--- src/rtl/up_counter_4bit.sv ---
// up_counter_4bit: free-running binary up-counter with asynchronous reset.
// Counts RESET_VALUE, RESET_VALUE+1, ... MAX_VALUE, then wraps to 0.
// Optional feature macro: UP_COUNTER_4BIT_WRAP_FLAG_EN adds a registered
// one-cycle 'wrap' pulse, asserted in the cycle after q goes MAX_VALUE -> 0.
module up_counter_4bit #(
  parameter int WIDTH       = 4,
  parameter int RESET_VALUE = 0,
  parameter int MAX_VALUE   = 2**WIDTH - 1
) (
  input  logic             clk,
  input  logic             reset,
  output logic [WIDTH-1:0] q
`ifdef UP_COUNTER_4BIT_WRAP_FLAG_EN
  ,
  output logic             wrap
`endif
);

  localparam logic [WIDTH-1:0] LP_MAX   = WIDTH'(MAX_VALUE);
  localparam logic [WIDTH-1:0] LP_RESET = WIDTH'(RESET_VALUE);

  logic [WIDTH-1:0] r_q;
  logic             w_at_max;
  logic             w_at_term;
  logic [WIDTH-1:0] w_q_next;

  // Terminal detection: anything at or above MAX_VALUE reloads 0, so an
  // out-of-range value (not reachable from reset) recovers on the next edge.
  always_comb begin
    w_at_max  = (r_q >= LP_MAX);
    w_at_term = (r_q == LP_MAX);
    w_q_next  = w_at_max ? '0 : (r_q + WIDTH'(1));
  end

  // Count register: asynchronous clear to RESET_VALUE, otherwise advance.
  always_ff @(posedge clk or posedge reset) begin
    if (reset) begin
      r_q <= LP_RESET;
    end else begin
      r_q <= w_q_next;
    end
  end

  assign q = r_q;

`ifdef UP_COUNTER_4BIT_WRAP_FLAG_EN
  logic r_wrap;

  // Wrap flag: registered on the same edge that takes q from MAX_VALUE to 0.
  always_ff @(posedge clk or posedge reset) begin
    if (reset) begin
      r_wrap <= 1'b0;
    end else begin
      r_wrap <= w_at_term;
    end
  end

  assign wrap = r_wrap;
`else
  // Terminal flag is only consumed by the optional wrap register.
  logic w_unused;
  assign w_unused = w_at_term;
`endif

endmodule

--- config.mk ---
export PLATFORM = sky130hd
export DESIGN_NAME = up_counter_4bit
export DESIGN_NICKNAME = d
export VERILOG_FILES = /design/src/rtl/up_counter_4bit.sv
export SDC_FILE = /design/constraint.sdc
export NUM_CORES = 1
export LEC_CHECK = 0
export CAP_MARGIN = 20
export CORE_AREA = 2 2 39 41
export CTS_CLUSTER_DIAMETER = 30
export CTS_CLUSTER_SIZE = 20
export DETAILED_ROUTE_END_ITERATION = 16
export DIE_AREA = 0 0 41 43
export GPL_TIMING_DRIVEN = 1
export PLACE_DENSITY_LB_ADDON = 0.2
export RECOVER_POWER = 100
export SLEW_MARGIN = 20
export SYNTH_ARGS = -nofsm -noshare
export SYNTH_HDL_FRONTEND = slang
export SYNTH_SLANG_ARGS = --single-unit
--- constraint.sdc ---
create_clock -name clk -period 2.9 [get_ports clk]
set_input_delay 0.58 -clock clk [delete_from_list [all_inputs] [get_ports clk]]
set_output_delay 0.58 -clock clk [all_outputs]
set_load 0.05 [all_outputs]
==> run summary, run 1 <==
status: finished clean
Post-CTS Setup Bufs: 0
post-DR wirelength/cell: 8.351 um
top routing layer in use: met3
synth warn: 0
router iterations before antenna repair: 4
R2R Path End: q[3]
IO Pins: 6
Static Leakage: 0.1316 nW
initial antenna violation count: 0
Largest register FFs: 4
routed via count: 132
vias in the first global route: 144
gp weighted congestion: 0.6276
met1 WL: 148 um
metal3 WL: 43 um
WP buf/inv: 1
Worst Path Class, Setup: reg2out
root buf cell: clkbuf_4
crit path cell chain: dlygate4sd3_1
row count: 14
clock sink count: 4
sw frac: 0.1822
power per cell area: 485.6 nW/um^2
syn avg cell area: 12.90 um^2
Slew Limit Fails: 0
Post-DRT Antenna Nets: 0
crit start category: flip-flop
Die W: 41 um
instance count on the critical path: 1
setup TNS: 0 ns
Longest Clk Path Bufs: 2
chip height: 43 um
total power: 0.1264 mW
Iter 0 DRT Violations: 4
max_slew headroom: 0.6613
CTS H-tree lvls: 1
die area: 1763 um^2
RR Startpoint: q[0]
R2R depth: 3
first-pass GRT wire length: 558 um
Remaining DRCs: 0
CP required: 2.32 ns
Comb pwr share: 0.017
worst skew pair latency: 0.23 ns
pin count of the biggest net entering global routing: 6
crit path max fanout: 5
Finished Cell Area: 260.3 um^2
Mapped Cells: 13
setup slack, reg-to-reg: 1.79 ns
Max Freq: 0.4720 GHz
CP max stage cell: dlygate4sd3_1
post-synth net total: 16
total track usage: 0.05231
# fillers: 152
Nets: 26
routed vias/inst: 3.568
FF+latch count, synth: 4
Hold WS: 0.5040 ns
register area share after synthesis: 0.5970
Setup crit end: q[2]
Hold-fix buffers, CTS: 0
WL met2: 117 um
CTS clk-pin slew, worst paths: 0.04 ns
RSZ-0062 raised after global routing: no
most frequent cells in the layout: dlygate4sd3_1 (5), dfrtp_1 (4), clkbuf_4 (3), inv_1 (2)
drt total wl: 309 um
clock skew: 0.003753 ns
peak supply drop: 212.8 uV
Mapped Area: 167.7 um^2
Area Overhead vs Synth: 55.22%
Post-DP Area: 237.7 um^2
fin crit share: 0.7305
Congestion Overflow GR: 0
Crit. Startpoint: q[2]
FF/Latch Area: 100.1 um^2
n_diodes: 0
sequential power share: 0.444
core area: 1384 um^2
final setup violation count: 0
CP peak stage delay: 0.90 ns
Hold Vio Cnt, Final: 0
slew at the pin with the worst max-slew slack: 0.5064 ns
HP Class: reg2reg
Initial Util: 0.1212
CP endpoint kind: output port
P_sw: 0.02303 mW
P_int: 0.1034 mW
post-synth cell types: 9
CP top delay family: buffers and inverters
TritonCTS clock tree: done
max cap viols: 0
TritonCTS Buffers: 3
area of the multi-input gates: 60.06 um^2
share of layout cells above drive strength 1: 0.1905
post-CTS sizing: 0
port bufs: 5
Clk pwr share: 0.539
Period minus WS final: 2.119 ns
commonest non-fill, non-tap cell in the layout: dlygate4sd3_1
Worst EP arrival: 1.54 ns
-- metrics by stage --
stage / std cells / util / worst slack, ns
after global placement: 34 / 0.1718 / 1.081
final: 37 / 0.1881 / 0.7814
after CTS: 37 / 0.1881 / 0.8226
after floorplan: 13 / - / 1.513
after global routing: 37 / 0.1881 / 0.7242
after detailed placement: 34 / 0.1718 / 1.083
-- area by class of cell --
class                   instances  share of cell area
repair buffers                  5              0.1923
flip-flops and latches          4              0.3846
well taps                      16             0.07692
inverters                       2             0.02885
multi-input cells               7              0.2308
clock buffers                   3             0.08654
-- worst min-delay path by stage --
stage | from | slack, ns | cells past startpoint | endpoint
2_1_floorplan | reset | 0.35 | 1 | q[0]
3_3_place_gp | q[0] | 0.51 | 1 | q[0]
3_5_place_dp | q[0] | 0.51 | 1 | q[0]
4_1_cts | q[0] | 0.51 | 1 | q[0]
5_1_grt | q[0] | 0.54 | 1 | q[0]
6_report | q[0] | 0.50 | 1 | q[0]
-- layer usage --
layer	up-vias	GRT usage
met1	62	0.06472
met2	9	0.05313
met5	-	0
met3	0	0.06283
met4	0	0.02000
li1	61	-
-- cells by family (layout without fill, tap and decap cells) --
family,count (synthesis),count (layout),share of synthesized area
xor+xnor,1,1,0.05225
compound gates,2,2,0.09704
buf+inv,2,10,0.04479
fa+ha+maj,1,1,0.07461
flops,4,4,0.5970
simple gates,3,3,0.1343
-- synth_stat cells --
cell type | instances | area, um^2
dfrtp_1 | 4 | 100.1
inv_1 | 2 | 7.510
a311o_1 | 1 | 10.01
a31oi_1 | 1 | 6.260
and2b_2 | 1 | 8.760
and4b_1 | 1 | 10.01
ha_1 | 1 | 12.51
nand2_1 | 1 | 3.750
xor2_1 | 1 | 8.760
-- power groups by stage --
stage / Combinational [mW] / Clock, mW / Sequential (mW)
2_1_floorplan: 0.000930 / 0 / 0.0568
3_3_place_gp: 0.00246 / 0 / 0.0568
3_5_place_dp: 0.00253 / 0 / 0.0568
4_1_cts: 0.00253 / 0.0714 / 0.0561
5_1_grt: 0.00259 / 0.0760 / 0.0561
6_report: 0.00212 / 0.0681 / 0.0561
No activity file was read; power rests on OpenSTA's default activity.
==> run 2: changes to the inputs <==
- clock period: 2.9 -> 2.1 ns (I/O delays scaled with it)
==> results of run 2 <==
Same layout as run 1 (identical final DEF). Status: finished clean.
Main changes from that run: setup slack after placement 1.083 ns -> 0.4426 ns; setup slack after layout 0.7814 ns -> 0.1414 ns; hold slack 0.5040 ns -> 0.5026 ns; register-to-register setup slack 1.79 ns -> 0.99 ns; total power 0.1264 mW -> 0.1745 mW; worst IR drop on VDD 212.8 uV -> 293.9 uV
==> run 3: changes to the inputs <==
- GPL_ROUTABILITY_DRIVEN: unset -> 0
- SLEW_MARGIN: 20 -> unset
==> results of run 3 <==
Same layout as run 1 (identical final DEF). Status: finished clean.
Main changes from that run: setup slack after placement 1.083 ns -> 0.4426 ns; setup slack after layout 0.7814 ns -> 0.1414 ns; hold slack 0.5040 ns -> 0.5026 ns; register-to-register setup slack 1.79 ns -> 0.99 ns; total power 0.1264 mW -> 0.1745 mW; worst IR drop on VDD 212.8 uV -> 293.9 uV
